`src/rtl/fp_class_encode.sv`:
```
// Floating-point class encoder: packs {class, sign, exponent, mantissa} into IEEE-style fields.
// One registered output stage plus a skid entry keeps in_ready registered and throughput at 1/cycle.
module fp_class_encode #(
  parameter int SIGN_W = 1,
  parameter int EXPO_W = 8,
  parameter int MANT_W = 23
) (
  input  logic              clk,
  input  logic              rst,
  input  logic              in_valid,
  output logic              in_ready,
  input  logic [2:0]        in_class,
  input  logic [SIGN_W-1:0] in_sign,
  input  logic [EXPO_W-1:0] in_expo,
  input  logic [MANT_W-1:0] in_mant,
  output logic              out_valid,
  input  logic              out_ready,
  output logic [SIGN_W-1:0] out_sign,
  output logic [EXPO_W-1:0] out_expo,
  output logic [MANT_W-1:0] out_mant,
  output logic              out_err,
  output logic [15:0]       special_cnt
);

  localparam logic [2:0] CLS_NORMAL = 3'd0;
  localparam logic [2:0] CLS_ZERO   = 3'd1;
  localparam logic [2:0] CLS_INF    = 3'd2;
  localparam logic [2:0] CLS_QNAN   = 3'd3;
  localparam logic [2:0] CLS_SNAN   = 3'd4;

  typedef enum logic [1:0] {S_EMPTY, S_ONE, S_TWO} state_t;

  state_t r_state, w_nstate;

  logic              w_acc, w_deq;
  logic              w_ld_out_in, w_ld_out_skid, w_ld_skid;

  logic [SIGN_W-1:0] w_sign;
  logic [EXPO_W-1:0] w_expo;
  logic [MANT_W-1:0] w_mant;
  logic              w_err, w_spec;

  logic              r_in_ready, r_out_valid;
  logic [SIGN_W-1:0] r_out_sign, r_skid_sign;
  logic [EXPO_W-1:0] r_out_expo, r_skid_expo;
  logic [MANT_W-1:0] r_out_mant, r_skid_mant;
  logic              r_out_err, r_skid_err;
  logic              r_out_spec, r_skid_spec;
  logic [15:0]       r_cnt;

  // Combinational field encoding of the incoming request.
  always_comb begin
    w_sign = in_sign;
    w_expo = '0;
    w_mant = '0;
    w_err  = 1'b0;
    w_spec = 1'b1;
    case (in_class)
      CLS_NORMAL: begin
        w_spec = 1'b0;
        if (in_expo == '1) begin
          w_expo = {{(EXPO_W-1){1'b1}}, 1'b0};
          w_mant = '1;
          w_err  = 1'b1;
        end else begin
          w_expo = in_expo;
          w_mant = in_mant;
        end
      end
      CLS_ZERO: ;
      CLS_INF: w_expo = '1;
      CLS_QNAN: begin
        w_expo = '1;
        w_mant = {1'b1, in_mant[MANT_W-2:0]};
      end
      CLS_SNAN: begin
        w_expo = '1;
        w_mant = {1'b0, in_mant[MANT_W-2:0]};
        // A zero payload would read back as infinity, so force it non-zero.
        if (in_mant[MANT_W-2:0] == '0) w_mant[0] = 1'b1;
      end
      default: begin
        w_expo = '1;
        w_mant = {1'b1, {(MANT_W-1){1'b0}}};
        w_err  = 1'b1;
      end
    endcase
  end

  assign w_acc = in_valid && r_in_ready;
  assign w_deq = r_out_valid && out_ready;

  always_ff @(posedge clk) begin
    if (rst) r_state <= S_EMPTY;
    else     r_state <= w_nstate;
  end

  always_comb begin
    w_nstate      = r_state;
    w_ld_out_in   = 1'b0;
    w_ld_out_skid = 1'b0;
    w_ld_skid     = 1'b0;
    case (r_state)
      S_EMPTY: begin
        if (w_acc) begin
          w_nstate    = S_ONE;
          w_ld_out_in = 1'b1;
        end
      end
      S_ONE: begin
        if (w_acc && w_deq) begin
          w_ld_out_in = 1'b1;
        end else if (w_acc) begin
          w_nstate  = S_TWO;
          w_ld_skid = 1'b1;
        end else if (w_deq) begin
          w_nstate = S_EMPTY;
        end
      end
      S_TWO: begin
        if (w_deq) begin
          w_nstate      = S_ONE;
          w_ld_out_skid = 1'b1;
        end
      end
      default: w_nstate = S_EMPTY;
    endcase
  end

  always_ff @(posedge clk) begin
    if (rst) begin
      r_in_ready  <= 1'b1;
      r_out_valid <= 1'b0;
      r_out_sign  <= '0;
      r_out_expo  <= '0;
      r_out_mant  <= '0;
      r_out_err   <= 1'b0;
      r_out_spec  <= 1'b0;
      r_skid_sign <= '0;
      r_skid_expo <= '0;
      r_skid_mant <= '0;
      r_skid_err  <= 1'b0;
      r_skid_spec <= 1'b0;
      r_cnt       <= '0;
    end else begin
      r_in_ready  <= (w_nstate != S_TWO);
      r_out_valid <= (w_nstate != S_EMPTY);
      if (w_ld_out_in) begin
        r_out_sign <= w_sign;
        r_out_expo <= w_expo;
        r_out_mant <= w_mant;
        r_out_err  <= w_err;
        r_out_spec <= w_spec;
      end else if (w_ld_out_skid) begin
        r_out_sign <= r_skid_sign;
        r_out_expo <= r_skid_expo;
        r_out_mant <= r_skid_mant;
        r_out_err  <= r_skid_err;
        r_out_spec <= r_skid_spec;
      end
      if (w_ld_skid) begin
        r_skid_sign <= w_sign;
        r_skid_expo <= w_expo;
        r_skid_mant <= w_mant;
        r_skid_err  <= w_err;
        r_skid_spec <= w_spec;
      end
      if (w_deq && r_out_spec && (r_cnt != '1)) r_cnt <= r_cnt + 16'd1;
    end
  end

  assign in_ready    = r_in_ready;
  assign out_valid   = r_out_valid;
  assign out_sign    = r_out_sign;
  assign out_expo    = r_out_expo;
  assign out_mant    = r_out_mant;
  assign out_err     = r_out_err;
  assign special_cnt = r_cnt;

endmodule
```
`config.mk`:
```
export PLATFORM = sky130hd
export DESIGN_NAME = fp_class_encode
export DESIGN_NICKNAME = d
export VERILOG_FILES = /design/src/rtl/fp_class_encode.sv
export SDC_FILE = /design/constraint.sdc
export NUM_CORES = 1
export LEC_CHECK = 0
export BUFFER_PORTS_ARGS = -buffer_cell sky130_fd_sc_hd__buf_4
export CORE_MARGIN = 2
export CORE_UTILIZATION = 42
export CTS_CLUSTER_DIAMETER = 200
export DETAILED_ROUTE_END_ITERATION = 7
export MAX_ROUTING_LAYER = met4
export PLACE_DENSITY_LB_ADDON = 0.05
export REMOVE_ABC_BUFFERS = 1
export SYNTH_ARGS = -nofsm -noshare
export SYNTH_HDL_FRONTEND = slang
export SYNTH_SLANG_ARGS = --single-unit
```
`constraint.sdc`:
```
create_clock -name clk -period 2.4 [get_ports clk]
set_input_delay 0.12 -clock clk [delete_from_list [all_inputs] [get_ports clk]]
set_output_delay 0.12 -clock clk [all_outputs]
set_load 0.01 [all_outputs]
```
* Word level (Yosys, flattened, before mapping)
Cells that the tools add are included.
Cells by class: add/subtract/negate cells 1, equality and inequality tests 9, reductions and logical operators 12, mux-type cells 31
Operators by type and width (number):
- $pmux W23 S4 | 1
- $mux W23 | 3
- $mux W8 | 3
- $logic_not A22 Y1 | 1
- $add A16 B1 Y16 const B | 1
- $ne A16 B16 Y1 const B | 1
- $pmux W8 S2 | 1
- $mux W1 | 15
- $mux W2 | 5
- $eq A8 B8 Y1 const B | 1
- $eq A3 B2 Y1 const B | 2
- $pmux W2 S3 | 1
- $logic_and A1 B1 Y1 | 5
- $pmux W1 S2 | 2
- $reduce_bool A2 Y1 | 2
- $reduce_or A4 Y1 | 1
- $eq A3 B1 Y1 const B | 1
- $eq A3 B3 Y1 const B | 1
- $logic_not A3 Y1 | 1
- $eq A2 B1 Y1 const B | 1
- $eq A2 B2 Y1 const B | 1
- $logic_not A2 Y1 | 1
- $ne A2 B2 Y1 const B | 1
- $reduce_or A2 Y1 | 1
Storage, ports and cells: bits of input ports 39, bits in registers 88, output and inout port bits 51, word-level logic and storage cells 67

* Depth between registers and ports, before layout
word-level depth 6, mapped depth 6, depth with buffers taken out 5

* Worst setup path before layout
OpenSTA, ideal clock, no wires.
path kind register -> register, start register r_cnt[0] (netlist: special_cnt[0]), end register r_cnt[0] (netlist: special_cnt[0]), setup time 121 ps, buffers on the path 0, data required time 2279 ps, setup slack 638 ps, arrival time 1641 ps, cell stages (with the launch flop) 6, clock period less this slack 1762 ps, path through dfxtp_1 > ha_1 > nand3_1 > nor4_4 > a21oi_1 > mux2_2
On the way: longest elaborated chain between the ends 2, elaborated cells between the ends (all ways) 3, classes of those cells add/sub: 1; eq/ne: 1; reduce/logical: 1
RTL lines:
- start, declared | RTL line 49 | logic [15:0] r_cnt;
- start signal, assigned | RTL line 168 | if (w_deq && r_out_spec && (r_cnt != '1)) r_cnt <= r_cnt + 16'd1;
- parallel branches: the longest is 2 deep, another holds $add A16 B1 Y16
Parallel ways; which one is timed is not known. A chain may end at the register's enable or synchronous reset.

* Worst setup path after layout
start register r_state[1], end register r_out_mant[10] (netlist: out_mant[10])
On the way: longest elaborated chain between the ends 3, elaborated cells between the ends (all ways) 7, classes of those cells eq/ne: 2; mux: 3; reduce/logical: 2
RTL lines:
- start, declared | RTL line 33 | state_t r_state, w_nstate;
- start signal, assigned | RTL line 95 | else r_state <= w_nstate;
- $eq A2 B1 Y1, or another cell as far along | RTL line 103 | case (r_state)
- $pmux W1 S2 or $mux W1 (tied branches) | RTL line 103
- $mux W23 or $reduce_bool A2 Y1 (tied branches)
- end signal, assigned | RTL line 151 | r_out_mant <= w_mant;
- end signal, assigned | RTL line 157 | r_out_mant <= r_skid_mant;
- end, declared | RTL line 46 | logic [MANT_W-1:0] r_out_mant, r_skid_mant;
Parallel ways exist; a longest one is shown, timed or not.

==> impl_metrics.tcl <==
set metrics [dict create \
    clock.fmax_mhz 503 \
    reg2reg_setup_slack_ns 0.41 \
    cts_setup_buffers 0 \
    synth.top_cells.by_area "dfxtp_1, mux2i_1, nor2_1, a211oi_1, a21oi_1" \
    netlist_instances 410 \
    path_cells "and3b_2 > nand2_1 > or3_1 > o22ai_1" \
    average_instance_area_after_synthesis_um2 9.30 \
    postRouteAntennaNets 0 \
    async_reset_ff_share_pct 0 \
    post_route_cells_drive_above_1_share_pct 25.9 \
    synth.ff_latch_count 88 \
    post_drt_via_cell_ratio 5.67 \
    power_leakage_nw 1.91 \
    power_density_nw_per_um2 646 \
    numPlacedInstances 591 \
    finish.net_count 534 \
    cp_data_arrival_time_ns 2.18 \
    status "completed" \
    fillers 829 \
    ir_worst_vdd_mv 0.281 \
    die_y_um 99.3 \
    antenna_found_initial 0 \
    critical_path.endpoint_type "register" \
    fin_setup_tns_ns 0 \
    placementRows 34 \
    worstSetupStartpoint "r_state[1]" \
    wirelength_um 9770 \
    hpwl_um 6790 \
    worst_path_required_ns 2.59 \
    worst_setup_path_start_kind "register" \
    post-synth-top-area-cell "dfxtp_1" \
    clk_path_buf_depth 2 \
    via_count 3433 \
    synth_top_cell_area_share_pct 46.2 \
    tritoncts_num_sinks 88 \
    cp_max_fo 22 \
    track_usage_pct 21.1 \
    coreArea_um2 8760 \
    hold_viol_final 0 \
    final_max_slew_viol_count 0 \
    grt-ovfl-total 0 \
    timing.final.crit_period_ns 1.99 \
    layout.area.seq_um2 1760 \
    ys_dominant_reg_cell "dfxtp_1" \
    cts.hold.buffers_added 0 \
    fin_hold_ws_ns 0.0417 \
    grt_start_max_net_pins 29 \
    starting_drc_count_in_detailed_routing 129 \
    critical_path_buf_inv_count 0 \
    synth_area_um2 3810 \
    skew_ns 0.0111 \
    cts.reportedPaths.clkPinSlew_ns 0.08 \
    netlist-cell-type-count 54 \
    start_util_pct 43.5 \
    dieArea_um2 9850 \
    cts_root_buffer "clkbuf_8" \
    cts-resized-gates 0 \
    critPathSlowestCell "or3_1" \
    total_of_max_cap_violations 0 \
    cts_htree_levels 3 \
    final_min_period_over_clock_period_pct 82.9 \
    area_growth_pct 24.6 \
    top_cell_family_by_delay_on_the_critical_path "simple AND/OR/NAND/NOR gates" \
    r2r_start "r_state[1]" \
    pin_count 90 \
    timing.final.setup_violations 0 \
    insertedDiodeCount 0 \
    hold_class "in2reg" \
    gp_congestion 0.783 \
    fp.dieW_um 99.3 \
    count_of_flip_flops_with_a_built_in_enable_after_synthesis 0 \
    final_cell_count_without_fillers 606 \
    critical_path_class "reg2reg" \
    route.detailed.drc 0 \
    vias_in_the_first_global_route 3289 \
    placement.io_buffers 89 \
    timing_worst_slew_pin_value_ns 0.869 \
    cts_inserted_buffers 9 \
    drt_pass1_iterations 5 \
    worst_hold_startpoint "in_sign" \
    avgRoutedWirePerCell_um 16.1 \
    grt_first_pass_wirelength_um 16500 \
    crit_path_max_incr_delay_ns 0.72 \
    rsz0062_at_grt "false" \
    synth-seq-area-share_pct 46.2 \
    worst_skew_pair.late_latency_ns 0.34 \
    count_of_synthesis_stage_warnings_from_yosys 0 \
    multi_input_combinational_cell_area_um2 1920 \
    cts_tree "built" \
    timing.max_slew.rel_slack_pct 42.1 \
]
## path summary, 6_finish.rpt
check            endpoint  cells after the start
max reg2reg  out_mant[10]                      4
min reg2reg   out_expo[5]                      2
min           r_skid_sign                      3
max          out_mant[10]                      4
## area by class of cell
class	count	share of cell area, %
well taps	108	2.85
clock buffers	12	3.06
multi-input cells	294	40.5
inverters	4	0.316
repair buffers	97	15.3
clock inverters	3	0.896
flip-flops and latches	88	37.1
## logic make-up (layout without fill, tap and decap cells)
group	count (synthesis)	in the layout	synth area share, %
AO/OA/AOI/OAI	120	120	21.8
adder cells (fa/ha/maj)	2	2	0.591
buffers and inverters	28	116	3.48
flip-flops	88	88	46.2
multiplexers	27	27	7.22
AND/OR/NAND/NOR	145	145	20.7
## routing by layer
metal | wire [um] | track usage (%) | share of wire (%) | vias to the layer above
met5 | 0 | - | 0 | -
met2 | 4560 | 32.1 | 47 | 92
li1 | - | - | - | 1703
met1 | 4710 | 29.2 | 48 | 1631
met3 | 414 | 3.44 | 4.2 | 7
met4 | 84 | 6.01 | 0.86 | 0
## tightest hold or removal path: stages
cell,delay [ns]
buf_4,0.12
nand2_1,0.05
a21oi_1,0.05
## cells in the mapped netlist, drive strengths merged, types with 2 or more instances
library cell	instances
and4	4
or3	7
a21o	7
o21ai	4
nor3	5
and3	8
nor2	45
inv	4
dfxtp	88
nor2b	5
mux2i	23
mux2	4
clkbuf	9
nor4	6
a211oi	23
o2bb2ai	13
nand2b	3
o22ai	22
or4	6
nand4	7
nand3	6
or2	2
a21oi	28
a311oi	2
o31ai	7
nand2	35
a22oi	6
a31oi	2
buf	15
## registers in the layout, summed over array words and instances (netlist names)
register and cells:
r_skid_sign 1, out_err 1, r_state 2, out_valid 1
r_skid_expo 8, out_sign 1, r_skid_err 1, out_mant 23
r_skid_spec 1, out_expo 8, r_out_spec 1, r_skid_mant 23
in_ready 1, special_cnt 16
## placed cells by master, fill, tap and decap left out, drive strengths merged, types with 8 or more instances in the layout
master / netlist / routed
a21oi: 28 / 28
o22ai: 22 / 22
dfxtp: 88 / 88
o2bb2ai: 13 / 13
and3: 8 / 8
nor2: 45 / 45
mux2i: 23 / 23
buf: 15 / 97
clkbuf: 9 / 12
a211oi: 23 / 23
nand2: 35 / 35
## per-stage QoR
stage / setup slack [ns] / total power [mW] / util [%] / area (um2)
after floorplan: -1.17 / 1.88 / - / 3690
after global placement: 0.463 / 2.10 / 52.1 / 4560
after detailed placement: 0.435 / 2.11 / 52.1 / 4560
after CTS: 0.432 / 3.11 / 54.2 / 4750
after global routing: 0.267 / 3.24 / 54.2 / 4750
final: 0.410 / 3.07 / 54.2 / 4750
## power by group
group | switching (mW) | internal, mW | total, mW
Sequential | 0.0566 | 1.55 | 1.60
Combinational | 0.248 | 0.217 | 0.465
Clock | 0.497 | 0.504 | 1.00
Total | 0.802 | 2.27 | 3.07
Note: power is estimated with default switching activity, not from simulation.
